===== config.mk =====
export PLATFORM = sky130hd
export DESIGN_NAME = serial_frame_rx
export DESIGN_NICKNAME = d
export VERILOG_FILES = /design/src/rtl/serial_frame_pkg.sv /design/src/rtl/sfr_shift.sv /design/src/rtl/serial_frame_rx.sv
export SDC_FILE = /design/constraint.sdc
export NUM_CORES = 1
export LEC_CHECK = 0
export ABC_AREA = 1
export CAP_MARGIN = 10
export CORE_UTILIZATION = 47
export CTS_CLUSTER_SIZE = 28
export DETAILED_ROUTE_END_ITERATION = 10
export GPL_TIMING_DRIVEN = 1
export HOLD_SLACK_MARGIN = 0.15
export PLACE_DENSITY_LB_ADDON = 0.05
export SYNTH_ARGS = -nofsm -noshare
export SYNTH_HDL_FRONTEND = slang
export SYNTH_SLANG_ARGS = --single-unit

===== constraint.sdc =====
create_clock -name CLK -period 1.13 [get_ports CLK]
set_input_delay 0.226 -clock CLK [delete_from_list [all_inputs] [get_ports CLK]]
set_output_delay 0.226 -clock CLK [all_outputs]
set_load 0.1 [all_outputs]

===== src/rtl/serial_frame_pkg.sv =====
// Shared types and constants for the serial frame receiver.
package serial_frame_pkg;

    typedef enum logic [1:0] {
        StIdle,
        StData,
        StPar,
        StStop
    } state_e;

    localparam int unsigned DefaultWidth = 4;

    // Counter must hold 0..width inclusive.
    function automatic int unsigned cnt_width(input int unsigned width);
        return $clog2(width + 1);
    endfunction

endpackage


===== src/rtl/sfr_shift.sv =====
// WIDTH-bit shift register, enable-gated, loads serial input into bit 0.
module sfr_shift #(
    parameter int unsigned WIDTH = 4
) (
    input  logic             clk,
    input  logic             rstn,
    input  logic             en,
    input  logic             din,
    output logic [WIDTH-1:0] q
);

    logic [WIDTH-1:0] shift_q;

    always_ff @(posedge clk) begin
        if (!rstn) begin
            shift_q <= '0;
        end else if (en) begin
            shift_q <= {shift_q[WIDTH-2:0], din};
        end
    end

    assign q = shift_q;

endmodule


===== src/rtl/serial_frame_rx.sv =====
// Serial frame receiver: start bit, WIDTH data bits MSB first, optional even parity, stop bit.
// Define SERIAL_FRAME_RX_PARITY_EN to expect a parity bit between data and stop.
module serial_frame_rx
    import serial_frame_pkg::*;
#(
    parameter int unsigned WIDTH = DefaultWidth
) (
    input  logic             CLK,
    input  logic             RESETN,
    input  logic             CE,
    input  logic             SI,
    output logic [WIDTH-1:0] O,
    output logic             VALID,
    output logic             FERR,
    output logic             PERR,
    output logic             BUSY
);

    localparam int unsigned CntW = cnt_width(WIDTH);
    localparam logic [CntW-1:0] LastBit = CntW'(WIDTH - 1);

    state_e           state_q, state_d;
    logic [CntW-1:0]  cnt_q, cnt_d;
    logic [WIDTH-1:0] o_q, o_d;
    logic [WIDTH-1:0] shreg;
    logic             valid_q, valid_d;
    logic             ferr_q, ferr_d;
    logic             shift_en;
    logic             par_bad;

    sfr_shift #(
        .WIDTH(WIDTH)
    ) u_shift (
        .clk (CLK),
        .rstn(RESETN),
        .en  (shift_en),
        .din (SI),
        .q   (shreg)
    );

`ifdef SERIAL_FRAME_RX_PARITY_EN
    logic par_err_q, par_err_d;
    logic perr_q, perr_d;

    always_comb begin
        par_err_d = par_err_q;
        perr_d    = 1'b0;
        if (CE && state_q == StPar) begin
            // Even parity: data plus parity bit must XOR to zero.
            par_err_d = (^shreg) ^ SI;
        end
        if (CE && state_q == StStop) begin
            perr_d = par_err_q;
        end
    end

    always_ff @(posedge CLK) begin
        if (!RESETN) begin
            par_err_q <= 1'b0;
            perr_q    <= 1'b0;
        end else begin
            par_err_q <= par_err_d;
            perr_q    <= perr_d;
        end
    end

    assign par_bad = par_err_q;
    assign PERR    = perr_q;
`else
    assign par_bad = 1'b0;
    assign PERR    = 1'b0;
`endif

    always_comb begin
        state_d  = state_q;
        cnt_d    = cnt_q;
        o_d      = o_q;
        valid_d  = 1'b0;
        ferr_d   = 1'b0;
        shift_en = 1'b0;
        if (CE) begin
            unique case (state_q)
                StIdle: begin
                    if (!SI) begin
                        state_d = StData;
                        cnt_d   = '0;
                    end
                end
                StData: begin
                    shift_en = 1'b1;
                    cnt_d    = cnt_q + CntW'(1);
                    if (cnt_q == LastBit) begin
`ifdef SERIAL_FRAME_RX_PARITY_EN
                        state_d = StPar;
`else
                        state_d = StStop;
`endif
                    end
                end
`ifdef SERIAL_FRAME_RX_PARITY_EN
                StPar: begin
                    state_d = StStop;
                end
`endif
                StStop: begin
                    state_d = StIdle;
                    ferr_d  = !SI;
                    if (SI && !par_bad) begin
                        valid_d = 1'b1;
                        o_d     = shreg;
                    end
                end
                default: begin
                    state_d = StIdle;
                end
            endcase
        end
    end

    always_ff @(posedge CLK) begin
        if (!RESETN) begin
            state_q <= StIdle;
            cnt_q   <= '0;
            o_q     <= '0;
            valid_q <= 1'b0;
            ferr_q  <= 1'b0;
        end else begin
            state_q <= state_d;
            cnt_q   <= cnt_d;
            o_q     <= o_d;
            valid_q <= valid_d;
            ferr_q  <= ferr_d;
        end
    end

    assign O     = o_q;
    assign VALID = valid_q;
    assign FERR  = ferr_q;
    assign BUSY  = (state_q != StIdle);

endmodule


==> results of run 1 <==
## cell families after synthesis
group / Yosys count / synth area share
AO/OA/AOI/OAI: 12 / 0.0962
adder cells (fa/ha/maj): 2 / 0.0401
buffers and inverters: 11 / 0.0782
flip-flops: 15 / 0.481
other: 1 / 0.00601
AND/OR/NAND/NOR: 39 / 0.299
## sequential cells by signal, indices dropped and copies added, names as in the netlist
signal,count
cnt_q,3
u_shift.q,4
FERR,1
VALID,1
state_q,2
O,4
## critical path: cells and delay by family, from the launching register on
family	cells	cell delay, ps
DFF	1	380
and+or+nand+nor	1	60
buffers and inverters	2	210
## through the flow
| stage | total power, mW | util | setup TNS [ps] |
|---|---|---|---|
| CTS | 0.985 | 0.778 | -31.6 |
| global route | 1.03 | 0.788 | -131 |
| detailed placement | 0.671 | 0.721 | -2220 |
| finish | 0.994 | 0.788 | -40.5 |
| global placement | 0.670 | 0.721 | -1690 |
| floorplan | 0.627 | - | -58.4 |
## placed cells by master, fill, tap and decap left out
cell and n:
nor2_1 14, nand2_1 8, buf_4 8, dfxtp_2 7, nand3_1 7, buf_12 7, inv_1 6, a21oi_1 6
dfxtp_1 6, o21ai_0 5, nand2_2 4, clkbuf_4 3, clkdlybuf4s50_1 3, inv_4 2, nand2_4 2, nor2_4 2
dfxtp_4 2, nor3_1 1, inv_2 1, nor4_1 1, a21oi_2 1, ha_2 1, ha_1 1, conb_1 1
clkbuf_1 1
## worst max-delay path by stage
stage,slack [ps],end,cells after the start
2_1_floorplan,-60,state_q[0],4
5_1_grt,-70,BUSY,3
3_5_place_dp,-220,O[3],6
6_report,-40,BUSY,3
4_1_cts,-30,BUSY,3
3_3_place_gp,-170,O[0],6
## layer usage
metal  wire length, microns  global-route usage  vias to the layer above
met3                     33              0.0872                        4
li1                       -                   -                      293
met1                    630               0.255                      274
met5                      0                   0                        -
met4                     27               0.138                        0
met2                    806               0.428                        5
## what timing repair did
action | in CTS | in global routing
pin swaps | 1 | 3
cloned | 0 | 0
resized for setup | 8 | 5
endpoints found under the setup margin | 1 | 6
buffers inserted | 3 | 0
hold buffers | 0 | 0
## layout make-up
class | instances | area (sq um)
clock buffers | 4 | 26.3
fillers | 89 | 248
inverters | 9 | 38.8
multi-input cells | 54 | 294
flip-flops and latches | 15 | 317
well taps | 14 | 17.5
repair buffers | 18 | 230
## report_power, final
part | internal (mW) | switching, mW | leakage, nW | total [mW]
registers | 0.531 | 0.00574 | 0.126 | 0.537
logic | 0.0495 | 0.0854 | 0.261 | 0.135
clock network | 0.138 | 0.185 | 0.0150 | 0.323
==> flow_metrics.tcl, run 1 <==
set metrics [dict create \
    yosysMostFrequentCell "dfxtp_1" \
    synthFlopType "dfxtp_1" \
    antenna_cells 0 \
    cts_buffers 3 \
    dp_cells 107 \
    cap_viol_max_count 0 \
    ctsLongestPathBuffers 2 \
    peakVddDrop_mv 0.794 \
    die_y_microns 38.4 \
    dr.first_iter.drc_count 13 \
    r2r_cells 5 \
    clock.fmax_mhz 854 \
    h-tree-depth 1 \
    area_delta_synth_final_pct 47.9 \
    io_buffers 10 \
    syn_area_sq_um 624 \
    p_leak_nw 0.402 \
    r2r_end "u_shift.q[3]" \
    grt_max_degree 9 \
    placed_cell_area_sq_um 845 \
    fin_crit_sh 1.04 \
    routed_wl_mm 1.50 \
    netlist.area_leader.share 0.481 \
    synthCells 80 \
    r2r_slack_ps 30 \
    num_vias 576 \
    holdPathEnd "cnt_q[2]" \
    rows 12 \
    period_needed_ps 1170 \
    min-delay-start "cnt_q[2]" \
    async_flop_share 0 \
    finish.instance_area_sq_um 923 \
    ys_seq_elements 15 \
    yosysWarningCount 0 \
    synth.area.top_cells "dfxtp_1 (48%), nor2_1 (8.4%), nand2_1 (6.6%)" \
    crit_start "state_q[0]" \
    crit_required_ps 900 \
    nets 107 \
    worstSkewPairLatency_ps 290 \
    outcome "finished, violations left" \
    avgSynthCellArea_sq_um 7.80 \
    finalHoldViolCount 0 \
    antenna_found_initial 0 \
    cp_slowest_cell "dfxtp_4" \
    io_pins 12 \
    grt_usage 0.247 \
    wl_per_cell_microns 13.1 \
    power.density_nw_per_um2 1080 \
    crit_type "reg2out" \
    setup-violations-final 1 \
    synth_edf_count 0 \
    crit_path_end_kind "primary output" \
    dp_slack_ps -222 \
    cp_max_fo 2 \
    start_util 0.533 \
    synth.net_count 86 \
    synthDistinctLibCells 16 \
    fin_skew_ps 5.22 \
    grt_pass1_vias 544 \
    rr_startpoint "state_q[0]" \
    remaining_drc_errors 0 \
    cts_tree "done" \
    die_area_sq_um 1480 \
    hpwl_microns 996 \
    cts.clk_slew.worst_paths_ps 90 \
    cts-root-buf "clkbuf_4" \
    overflow 0 \
    critPathArrivalTime_ps 940 \
    yosys-top-cells-count "dfxtp_1 (15), nor2_1 (14), nand2_1 (11)" \
    gp_congestion 0.782 \
    dieWidth_microns 38.4 \
    violations "setup timing" \
    worst_slack_ps -40.5 \
    drtAntennaViolNets 0 \
    worst_setup_path_start_kind "flip-flop" \
    yosys.area.top_type "dfxtp_1" \
    cp_slowest_stage_delay_ps 380 \
    drtPass1Iterations 4 \
    whs_ps 463 \
    rsz0062_at_grt "true" \
    core-area_sq_um 1170 \
    grt_pass1_wl_mm 2.32 \
    min_path_cells 2 \
    stdcell_count 114 \
    maxSlewViolCount 0 \
    ys_seq_area_frac 0.481 \
    drive_gt1_frac 0.400 \
    cp_cell_sequence "inv_4 > nand2_4 > buf_12" \
    cts_sinks 15 \
    via_per_inst 5.05 \
    hp-class "reg2reg" \
]
No activity file was read; power rests on OpenSTA's default activity.
==> run 2: changes to the inputs <==
Settings changed: CORE_UTILIZATION 47 to 48, SYNTH_HIERARCHICAL from default to 1.
==> flow_metrics.tcl, run 2 <==
set metrics [dict create \
    netlist.area_leader.share 0.460 \
    finalHoldViolCount 0 \
    cts-root-buf "clkbuf_4" \
    cap_viol_max_count 0 \
    crit_required_ps 900 \
    wl_per_cell_microns 12.6 \
    grt_pass1_vias 523 \
    violations "setup timing" \
    remaining_drc_errors 0 \
    fin_skew_ps 4.28 \
    yosys-top-cells-count "nor2_1 (21), nand2_1 (17), dfxtp_1 (15)" \
    worstSkewPairLatency_ps 280 \
    whs_ps 484 \
    cts_hold_buf 0 \
    grt_pass1_wl_mm 2.15 \
    die_y_microns 38.9 \
    design_power_total_mw 1.01 \
    fin_util 0.841 \
    cts.clk_slew.worst_paths_ps 90 \
    crit_start "state_q[1]" \
    setup-violations-final 12 \
    critPathArrivalTime_ps 1060 \
    overflow 0 \
    maxSlewViolCount 0 \
    nets 121 \
    r2r_cells 9 \
    synthCells 91 \
    cts_buffers 3 \
    min-delay-start "cnt_q[0]" \
    synthDistinctLibCells 16 \
    hpwl_microns 939 \
    start_util 0.551 \
    avgSynthCellArea_sq_um 7.18 \
    crit_path_end_kind "primary output" \
    grt_max_degree 10 \
    rr_startpoint "state_q[0]" \
    via_per_inst 4.89 \
    synth_edf_count 0 \
    async_flop_share 0 \
    yosysMostFrequentCell "nor2_1" \
    cts_tree "done" \
    core-area_sq_um 1190 \
    nFillCells 73 \
    yosys.area.top_type "dfxtp_1" \
    antenna_found_initial 0 \
    worst_slack_ps -154 \
    cp_slowest_cell "dfxtp_4" \
    die_area_sq_um 1510 \
    h-tree-depth 1 \
    p_leak_nw 0.452 \
    seq_area_sq_um 314 \
    min_path_cells 2 \
    yosysWarningCount 6 \
    cp_max_fo 3 \
    period_needed_ps 1280 \
    area_delta_synth_final_pct 52.7 \
    ys_seq_area_frac 0.460 \
    grt_usage 0.210 \
    rsz0062_at_grt "true" \
    peakVddDrop_mv 0.957 \
    drtAntennaViolNets 0 \
    num_vias 626 \
    cp_cell_sequence "nor2_4 > clkinvlp_4 > buf_12" \
    setup_tns_ps -823 \
    dr.first_iter.drc_count 22 \
    synth.area.top_cells "dfxtp_1 (46%), nor2_1 (12%), nand2_1 (9.8%)" \
    hp-class "reg2reg" \
    cts_sinks 15 \
    synth.net_count 97 \
    ctsLongestPathBuffers 2 \
    routed_wl_mm 1.62 \
    io_buffers 10 \
    syn_area_sq_um 653 \
    dieWidth_microns 38.9 \
    cp_slowest_stage_delay_ps 370 \
    worst_setup_path_start_kind "flip-flop" \
    layout_common_cells "nor2_1 (16), nand2_1 (15), buf_4 (11)" \
    gp_congestion 0.725 \
    antenna_cells 0 \
    fin_crit_sh 1.14 \
    io_pins 12 \
    rows 12 \
    synthFlopType "dfxtp_1" \
    ys_seq_elements 15 \
    drtPass1Iterations 4 \
    multi_input_area_sq_um 319 \
    outcome "finished, violations left" \
    power.density_nw_per_um2 1020 \
    final_common_cell "nor2_1" \
    clock.fmax_mhz 779 \
    crit_type "reg2out" \
    drive_gt1_frac 0.421 \
]
run 2: cell count changes after synthesis:
cell	change
nor2_4	-1
nand3_1	-4
o21ai_0	-1
nor2_2	+1
inv_1	+4
nand2_1	+6
nor3_1	-1
nand2_4	-1
buf_6	+1
nor2_1	+7
run 2: worst paths after layout:
kind,end,slack [ps]
worst max register to register,u_shift/q[3],-110
worst min-delay path,cnt_q[0],480
worst max-delay path,BUSY,-150
worst min register to register,cnt_q[0],480
run 2: critical path: cells and delay by family, from the launching register on:
kind,cells,cell delay [ps]
buf+inv,2,280
flops,1,370
simple gates,1,120
run 2: logic make-up after synthesis:
group                    count (synthesis)  share of synthesized area
AO/OA/AOI/OAI                           11                     0.0843
adder cells (fa/ha/maj)                  2                     0.0383
buffers and inverters                   16                      0.115
flip-flops                              15                      0.460
other                                    1                    0.00574
AND/OR/NAND/NOR                         46                      0.297
run 2: power by group:
group / switching (mW) / internal, mW
logic: 0.0979 / 0.0682
registers: 0.0107 / 0.537
clock network: 0.168 / 0.131
run 2: metal layers:
layer  vias to the layer above  routed length, microns  global-route usage
met5                         -                       0                   0
met4                         0                       0              0.0776
met3                         0                      60              0.0520
met2                        19                     816               0.333
met1                       287                     738               0.272
li1                        320                       -                   -
run 2: timing repair:
item / CTS / global route
pin swaps: 2 / 5
endpoints found under the setup margin: 2 / 10
gates resized for setup: 5 / 13
buffers inserted: 2 / 3
run 2: final cells by class:
type	count	area share
multi-input cells	60	0.320
flip-flops and latches	15	0.315
repair buffers	22	0.265
inverters	13	0.0552
clock buffers	3	0.0226
well taps	14	0.0176
clock inverters	1	0.00502
run 2: stage by stage:
| step | setup slack, ps | cell area [sq um] | std cells |
|---|---|---|---|
| after floorplan | -118 | 664 | 91 |
| after global placement | -192 | 886 | 120 |
| after detailed placement | -220 | 886 | 120 |
| after CTS | -130 | 940 | 126 |
| after global routing | -188 | 997 | 128 |
| final | -154 | 997 | 128 |
